**config.mk**
```make
export PLATFORM = sky130hd
export DESIGN_NAME = oam_dma_flat
export DESIGN_NICKNAME = d
export VERILOG_FILES = /design/src/rtl/oam_dma_pkg.sv /design/src/rtl/oam_dma_if.sv /design/src/rtl/oam_dma.sv /design/src/flat_wrapper.sv
export SDC_FILE = /design/constraint.sdc
export NUM_CORES = 1
export LEC_CHECK = 0
export BUFFER_PORTS_ARGS = -buffer_cell sky130_fd_sc_hd__buf_2
export CAP_MARGIN = 20
export CORE_MARGIN = 2
export CORE_UTILIZATION = 42
export CTS_BUF_LIST = sky130_fd_sc_hd__clkbuf_16
export DETAILED_ROUTE_END_ITERATION = 12
export GPL_TIMING_DRIVEN = 0
export PLACE_DENSITY = 0.79
export SYNTH_ARGS = -nofsm -noshare
export SYNTH_HDL_FRONTEND = slang
export SYNTH_SLANG_ARGS = --single-unit
```
**constraint.sdc**
```tcl
create_clock -name I_clock -period 1.75 [get_ports I_clock]
set_input_delay 0.175 -clock I_clock [delete_from_list [all_inputs] [get_ports I_clock]]
set_output_delay 0.175 -clock I_clock [all_outputs]
set_load 0.02 [all_outputs]
```
**src/rtl/oam_dma_pkg.sv**
```systemverilog
// Shared definitions for the OAM DMA engine: video host register indices,
// the trigger address and the transfer state encoding.
package oam_dma_pkg;

  localparam logic [2:0] REG_CONTROL  = 3'd0;
  localparam logic [2:0] REG_MASK     = 3'd1;
  localparam logic [2:0] REG_STATUS   = 3'd2;
  localparam logic [2:0] REG_OAM_ADDR = 3'd3;
  localparam logic [2:0] REG_OAM_DATA = 3'd4;
  localparam logic [2:0] REG_SCROLL   = 3'd5;
  localparam logic [2:0] REG_PPU_ADDR = 3'd6;
  localparam logic [2:0] REG_PPU_DATA = 3'd7;

  localparam logic [15:0] DMA_TRIGGER_ADDR = 16'h4014;

  typedef enum logic [2:0] {
    IDLE  = 3'd0,
    HALT  = 3'd1,
    ALIGN = 3'd2,
    READ  = 3'd3,
    WRITE = 3'd4
  } dma_state_t;

endpackage

```
**src/rtl/oam_dma_if.sv**
```systemverilog
// Bus bundle between the DMA engine and its surroundings: CPU snoop/halt,
// CPU memory read port and video host write port.
//
// Handshake: there is no valid/ready pair. Every transfer step is qualified by
// I_cpu_ce; a read is O_mem_rden held for a CPU cycle with I_mem_data sampled at
// its I_cpu_ce edge, a host write is O_host_wren high in exactly one I_clock
// (the one carrying I_cpu_ce) of a WRITE cycle.
interface oam_dma_if;
  logic        I_cpu_ce;
  logic [15:0] I_cpu_addr;
  logic        I_cpu_wren;
  logic [7:0]  I_cpu_data;
  logic        O_cpu_halt;
  logic [15:0] O_mem_addr;
  logic        O_mem_rden;
  logic [7:0]  I_mem_data;
  logic [2:0]  O_host_addr;
  logic        O_host_wren;
  logic [7:0]  O_host_data;
  logic        O_busy;

  modport master (
    input  I_cpu_ce, I_cpu_addr, I_cpu_wren, I_cpu_data, I_mem_data,
    output O_cpu_halt, O_mem_addr, O_mem_rden, O_host_addr, O_host_wren,
           O_host_data, O_busy
  );

  modport slave (
    output I_cpu_ce, I_cpu_addr, I_cpu_wren, I_cpu_data, I_mem_data,
    input  O_cpu_halt, O_mem_addr, O_mem_rden, O_host_addr, O_host_wren,
           O_host_data, O_busy
  );
endinterface

```
**src/rtl/oam_dma.sv**
```systemverilog
// OAM DMA initiator: snoops the trigger write, halts the CPU and copies one
// 256-byte CPU page into OAMDATA using alternating get/put CPU cycles.
module oam_dma
  import oam_dma_pkg::*;
#(
  parameter logic [15:0] TRIGGER_ADDR  = DMA_TRIGGER_ADDR,
  parameter logic [2:0]  OAMDATA_INDEX = REG_OAM_DATA
) (
  input  logic       I_clock,
  input  logic       I_reset,
  oam_dma_if.master  bus,
  output dma_state_t O_state
);

  dma_state_t state_q, state_d;
  logic       parity_q, parity_d;
  logic [7:0] index_q, index_d;
  logic [7:0] page_q, page_d;
  logic [7:0] data_q, data_d;
  logic       trigger;

  assign trigger = bus.I_cpu_wren && (bus.I_cpu_addr == TRIGGER_ADDR);

  always_ff @(posedge I_clock or negedge I_reset) begin
    if (!I_reset) begin
      state_q  <= IDLE;
      parity_q <= 1'b0;
      index_q  <= 8'h00;
      page_q   <= 8'h00;
      data_q   <= 8'h00;
    end else begin
      state_q  <= state_d;
      parity_q <= parity_d;
      index_q  <= index_d;
      page_q   <= page_d;
      data_q   <= data_d;
    end
  end

  always_comb begin
    state_d  = state_q;
    parity_d = parity_q ^ bus.I_cpu_ce;
    index_d  = index_q;
    page_d   = page_q;
    data_d   = data_q;
    if (bus.I_cpu_ce) begin
      case (state_q)
        IDLE: begin
          if (trigger) begin
            page_d  = bus.I_cpu_data;
            index_d = 8'h00;
            state_d = HALT;
          end
        end
        // parity_q is this cycle's parity; the following cycle is a get cycle
        // when it is 1, so reads can start immediately without realignment.
        HALT:  state_d = parity_q ? READ : ALIGN;
        ALIGN: state_d = READ;
        READ: begin
          data_d  = bus.I_mem_data;
          state_d = WRITE;
        end
        WRITE: begin
          index_d = index_q + 8'h01;
          state_d = (index_q == 8'hFF) ? IDLE : READ;
        end
        default: state_d = IDLE;
      endcase
    end
  end

  assign bus.O_busy      = (state_q != IDLE);
  assign bus.O_cpu_halt  = (state_q != IDLE);
  assign bus.O_mem_rden  = (state_q == READ);
  assign bus.O_mem_addr  = (state_q == READ) ? {page_q, index_q} : 16'h0000;
  assign bus.O_host_addr = (state_q != IDLE) ? OAMDATA_INDEX : 3'd0;
  assign bus.O_host_data = (state_q == WRITE) ? data_q : 8'h00;
  // One strobe per byte even when CPU cycles span several clocks.
  assign bus.O_host_wren = (state_q == WRITE) && bus.I_cpu_ce;
  assign O_state         = state_q;

endmodule

```
**src/flat_wrapper.sv**
```systemverilog
// flat-port wrapper written by rule: the top's interface ports become plain ports
module oam_dma_flat import oam_dma_pkg::*;
#(
  parameter logic [15:0] TRIGGER_ADDR  = DMA_TRIGGER_ADDR,
  parameter logic [2:0]  OAMDATA_INDEX = REG_OAM_DATA
)
  (I_clock, I_reset, O_state, bus_I_cpu_ce, bus_I_cpu_addr, bus_I_cpu_wren, bus_I_cpu_data, bus_I_mem_data, bus_O_cpu_halt, bus_O_mem_addr, bus_O_mem_rden, bus_O_host_addr, bus_O_host_wren, bus_O_host_data, bus_O_busy);
  oam_dma_if bus_i ();
  input  logic I_clock;
  input  logic I_reset;
  output dma_state_t O_state;
  input wire logic [$bits(bus_i.I_cpu_ce)-1:0] bus_I_cpu_ce;
  input wire logic [$bits(bus_i.I_cpu_addr)-1:0] bus_I_cpu_addr;
  input wire logic [$bits(bus_i.I_cpu_wren)-1:0] bus_I_cpu_wren;
  input wire logic [$bits(bus_i.I_cpu_data)-1:0] bus_I_cpu_data;
  input wire logic [$bits(bus_i.I_mem_data)-1:0] bus_I_mem_data;
  output wire logic [$bits(bus_i.O_cpu_halt)-1:0] bus_O_cpu_halt;
  output wire logic [$bits(bus_i.O_mem_addr)-1:0] bus_O_mem_addr;
  output wire logic [$bits(bus_i.O_mem_rden)-1:0] bus_O_mem_rden;
  output wire logic [$bits(bus_i.O_host_addr)-1:0] bus_O_host_addr;
  output wire logic [$bits(bus_i.O_host_wren)-1:0] bus_O_host_wren;
  output wire logic [$bits(bus_i.O_host_data)-1:0] bus_O_host_data;
  output wire logic [$bits(bus_i.O_busy)-1:0] bus_O_busy;
  assign bus_i.I_cpu_ce = bus_I_cpu_ce;
  assign bus_i.I_cpu_addr = bus_I_cpu_addr;
  assign bus_i.I_cpu_wren = bus_I_cpu_wren;
  assign bus_i.I_cpu_data = bus_I_cpu_data;
  assign bus_i.I_mem_data = bus_I_mem_data;
  assign bus_O_cpu_halt = bus_i.O_cpu_halt;
  assign bus_O_mem_addr = bus_i.O_mem_addr;
  assign bus_O_mem_rden = bus_i.O_mem_rden;
  assign bus_O_host_addr = bus_i.O_host_addr;
  assign bus_O_host_wren = bus_i.O_host_wren;
  assign bus_O_host_data = bus_i.O_host_data;
  assign bus_O_busy = bus_i.O_busy;
  oam_dma #(.TRIGGER_ADDR(TRIGGER_ADDR), .OAMDATA_INDEX(OAMDATA_INDEX)) u_core (.I_clock(I_clock), .I_reset(I_reset), .bus(bus_i), .O_state(O_state));
endmodule
```
Yosys cells after proc, flatten, opt, wreduce, memory -nomap -nowiden
Index checks and enable logic that the tools add are counted.
{"block": "classes", "muxes": 9, "bitwise": 1, "add_sub_neg": 1, "eq_ne": 7, "n_reduce_logical": 9}
{"cell": "$eq A16 B15 Y1 const B", "n": 1}
{"cell": "$mux W16", "n": 1}
{"cell": "$mux W8", "n": 2}
{"cell": "$pmux W8 S2", "n": 1}
{"cell": "$pmux W3 S5", "n": 1}
{"cell": "$add A8 B1 Y8 const B", "n": 1}
{"cell": "$eq A8 B8 Y1 const B", "n": 1}
{"cell": "$eq A3 B2 Y1 const B", "n": 2}
{"cell": "$mux W3", "n": 2}
{"cell": "$reduce_and A3 Y1", "n": 2}
{"cell": "$reduce_and A2 Y1", "n": 2}
{"cell": "$eq A3 B1 Y1 const B", "n": 1}
{"cell": "$eq A3 B3 Y1 const B", "n": 1}
{"cell": "$logic_not A3 Y1", "n": 1}
{"cell": "$reduce_bool A3 Y1", "n": 1}
{"cell": "$logic_and A1 B1 Y1", "n": 2}
{"cell": "$mux W2", "n": 1}
{"cell": "$ne A2 B1 Y1 const B", "n": 1}
{"cell": "$reduce_bool A2 Y1", "n": 1}
{"cell": "$mux W1", "n": 1}
{"cell": "$xor A1 B1 Y1", "n": 1}
{"block": "totals", "regBits": 28, "output_inout_bits": 34, "word_cells": 32, "input_bits": 36}

Longest topological paths before layout
{"block": "logic_depth", "depth_word": 4, "mapped_depth": 5, "mapped_depth_nobuf": 5}

Worst setup path before layout
OpenSTA, ideal clock, no wires.
{"block": "synth_path", "path_kind": "reg2reg", "from": "register u_core.state_q[2], in the netlist u_core.O_state[2]", "to": "register u_core.page_q[0]", "arrival_time_ns": 1.794, "path_buffers": 0, "period_less_slack_ns": 1.919, "setup_slack_ns": -0.169, "t_required_ns": 1.625, "setup_time_ns": 0.125, "path_stages_with_launch": 4, "path_cell_list": "dfrtp_1 > or3_4 > nor4_4 > mux2_2"}
{"block": "synth_via", "elab_chain_cells": 2}
{"item": "from (decl)", "line": "oam_dma.sv:15", "text": "dma_state_t state_q, state_d;"}
{"item": "from (signal assigned)", "line": "oam_dma.sv:32", "text": "state_q <= state_d;"}
{"item": "$logic_not A3 Y1", "line": "oam_dma.sv:47", "text": "case (state_q)"}
{"item": "$reduce_and A3 Y1 (no line)"}
{"item": "to (signal assigned)", "line": "oam_dma.sv:35", "text": "page_q <= page_d;"}
{"item": "to (decl)", "line": "oam_dma.sv:18", "text": "logic [7:0] page_q, page_d;"}
No other way between the ends.
A chain may end at the register's enable or synchronous reset.

Worst setup path in the final report
{"block": "layout_path", "from": "register u_core.state_q[1], in the netlist u_core.O_state[1]", "to": "output port bus_O_host_addr[2]"}
{"block": "layout_via", "elab_chain_cells": 2}
{"item": "$reduce_bool A3 Y1", "line": "oam_dma.sv:76", "text": "assign bus.O_host_addr = (state_q != IDLE) ? OAMDATA_INDEX : 3'd0;"}
{"item": "$mux W3", "line": "oam_dma.sv:76"}
{"item": "to (decl)", "line": "flat_wrapper.sv:20", "text": "output wire logic [$bits(bus_i.O_host_addr)-1:0] bus_O_host_addr;"}
No other way between the ends.

==> qor.txt <==
========================================================================================
Outcome                                                                     finished clean
Number of flip-flops and latches in the synthesized netlist                           28
Finish-stage setup viols                                                               0
Path category of the worst min-delay check                                        in2reg
Remaining number of nets flagged by the antenna check after routing                    0
Cell Area, Placed                                                           0.001907 mm²
Overall die area                                                            0.004085 mm²
Wire length of the first global-routing pass                                    5.816 mm
Core area                                                                   0.003390 mm²
Post-route cell area                                                        0.002131 mm²
Largest net degree at the start of global routing                                     29
Critical Path Sink Type                                                       output pin
Maximum achievable frequency                                                   581.3 MHz
Number of clock sinks                                                                 28
CP dominant cell by count                                                   sky130_fd_sc_hd__buf_4
Most used DFF post-synth                                                    sky130_fd_sc_hd__dfrtp_1
Layout Skew                                                                  0.001873 ns
Yosys warns                                                                            0
Worst-case headroom to the max-slew limit                                         59.64%
Total power draw                                                                3.046 mW
Final worst path period need                                                    1.720 ns
Netlist cell types                                                                    33
Num rows                                                                              21
Startpoint of the worst-slack reg-to-reg timing path                        u_core.O_state[1]
Worst-case vdd ir drop                                                       0.0009242 V
# diodes                                                                               0
Number of max-slew violations in the final report                                      0
Initial Utilization                                                               44.48%
Asr flop ratio synth                                                              100.0%
Number of enable-type register cells in the synthesized netlist                        0
Final count of hold timing violations                                                  0
Cell at the root of the clock tree                                          sky130_fd_sc_hd__clkbuf_16
Crit Path Category                                                               reg2out
Net total in the final layout                                                        263
Launch instance of the worst min-delay path                                 bus_I_mem_data[1]
Gp weighted congestion                                                            0.8268
Clock tree buffer depth                                                                2
Count leader, synth                                                         sky130_fd_sc_hd__dfrtp_1
Routed WL                                                                       3.624 mm
Post-synth top area cell                                                    sky130_fd_sc_hd__dfrtp_1
TritonCTS clock tree                                                                done
Via count of the first global-routing pass                                          1274
Layout Area Growth over Synthesis                                                 41.33%
Total negative setup slack                                                          0 ns
Critical-path cell with the highest stage delay                             sky130_fd_sc_hd__dfrtp_2
Top-area cell type share of the netlist area                                      46.47%
Netlist area before placement                                               0.001508 mm²
Reg clk slew, reported paths                                                     0.07 ns
Measured slew at the worst slew-check pin                                      0.6055 ns
Leakage dissipation                                                             1.095 nW
Vias post-DR                                                                        1366
Total congestion overflow after global routing                                         0
Worst endpoint required time                                                     1.57 ns
Maximum fanout along the worst path                                                    6
Unrepaired setup endpoints after global routing                                      yes
Commonest cells post-synth                                                  sky130_fd_sc_hd__dfrtp_1 (28), sky130_fd_sc_hd__and2_1 (20), sky130_fd_sc_hd__mux2_2 (19)
DP Wirelength                                                                   2.606 mm
Detailed-route wire length per cell                                             13.37 µm
Fraction of final layout cells with drive strength greater than 1                 52.00%
Drt via density                                                                    5.041
Die height                                                                      63.92 µm
Max cap viols                                                                          0
Synthesized netlist cell count                                                       145
Sequential area share after synthesis                                             46.47%
Die width                                                                       63.92 µm
Cells along the critical path                                               or3_4 > buf_6 > buf_4 > buf_4
Portion of the clock cycle consumed by the worst path in the final layout         98.29%
Count of routing violations after the opening detailed-route iteration                59
TritonCTS Buffers                                                                      3
Clock latency reported for the late side of the worst-skew pair                  0.26 ns
Startpoint type of the worst setup path                                             flop
Number of port buffers                                                                67
Number of fill cells                                                                 291
Data arrival at the endpoint of the critical path                                1.55 ns
Mean post-synth cell area                                                      10.40 µm²
Critical Path Source                                                        u_core.O_state[1]
Power density over cell area                                                 1429 mW/mm²
Level count of the clock H-tree                                                        1
Cell types with the largest area share after synthesis                      sky130_fd_sc_hd__dfrtp_1 (46%), sky130_fd_sc_hd__mux2_2 (14%), sky130_fd_sc_hd__and2_1 (8.3%), sky130_fd_sc_hd__nand2_1 (3.5%), sky130_fd_sc_hd__o22ai_1 (2.1%)
Detailed-router iteration count before antenna repair                                  4
Global-route usage over all layers                                                18.00%
Top Ports                                                                             70
Slowest cell delay on critical path                                              0.46 ns
Number of antenna violations at the first check in global routing                      0
DRC violation count after routing                                                      0
========================================================================================
-- worst paths after layout --
check | endpoint | cells past startpoint | slack [ns]
max in group asynchronous | u_core.O_state[2] | 2 | 0.86
min | u_core.data_q[1] | 2 | 0.14
max | bus_O_host_addr[2] | 4 | 0.03
min in group asynchronous | u_core.index_q[4] | 2 | 0.46
min reg2reg | u_core.parity_q | 1 | 0.46
max reg2reg | u_core.O_state[0] | 6 | 0.08
-- layout by cell type, fill, tap and decap left out, drive strengths merged --
cell type and instances:
xor2 1, nand2 14, a21boi 2, mux2 19, nor4bb 1, a21oi 1, o221ai 1, nor4 4
bufinv 1, nand4b 1, dfrtp 28, o31ai 1, a31oi 2, nor2 6, clkbuf 6, o21a 1
o22ai 5, nor4b 1, conb 2, or3 1, inv 8, o21ai 4, mux2i 2, buf 78
nor3b 1, nand3 2, nand4 2, nor3 6, dlygate4sd3 1, and2 20, ha 1, a41oi 2
-- logic make-up (layout without fill, tap and decap cells) --
group,count (synthesis),in the layout,synth area share (%)
other cells,1,2,0.2487
simple gates,59,59,23.32
mux,21,21,15.52
flops,28,28,46.47
fa+ha+maj,1,1,0.8297
buf+inv,15,94,4.730
xor+xnor,1,1,0.5810
compound gates,19,19,8.298
-- stage by stage --
stage,hold WS [ns],std cells,util [%],setup slack (ns)
global route,0.1384,271,62.86,-0.008068
floorplan,-0.1206,146,-,-0.02407
global placement,0.2313,259,56.26,-0.3205
finish,0.1415,271,62.86,0.02986
CTS,0.1414,267,61.13,-0.02313
detailed placement,0.2291,259,56.26,-0.3427
-- metal layers --
layer	global-route usage, %	share of wire (%)
met4	2.446	0.22
met2	30.21	48
met3	6.162	9.2
met5	0	0
met1	22.98	42
-- cell type report --
cell class,count,area [µm²],area share (%)
plain buffers,7,46.29,2.173
repair buffers,75,407.9,19.14
well taps,46,57.56,2.701
clock buffers,3,75.07,3.523
flip-flops and latches,28,704.4,33.06
inverters,8,30.03,1.409
clock inverters,1,30.03,1.409
multi-input cells,103,779.5,36.58
-- repair_timing --
action                                 4_1_cts  5_1_grt
gates resized for setup                      8       10
setup endpoints to repair                   36       29
setup buffers                                3        4
pin swaps                                    2        3
hold buffers                                 1        0
endpoints found under the hold margin       28        0
-- registers in the layout, summed over array words and instances, names as in the netlist --
| register | count |
|---|---|
| u_core.page_q | 8 |
| u_core.parity_q | 1 |
| u_core.data_q | 8 |
| u_core.O_state | 3 |
| u_core.index_q | 8 |
-- report_power, final --
part           leakage, nW  total [mW]  internal [mW]  switching (mW)
registers            0.347        1.05          0.864           0.191
clock network       0.0511       0.668          0.455           0.213
logic                0.698        1.32          0.608           0.715
-- worst max-delay path, delay by kind of cell (launching register included) --
family	cells	cell delay [ns]
buf+inv	3	0.40
flops	1	0.46
simple gates	1	0.43
Power figures use the tool's default switching activity.
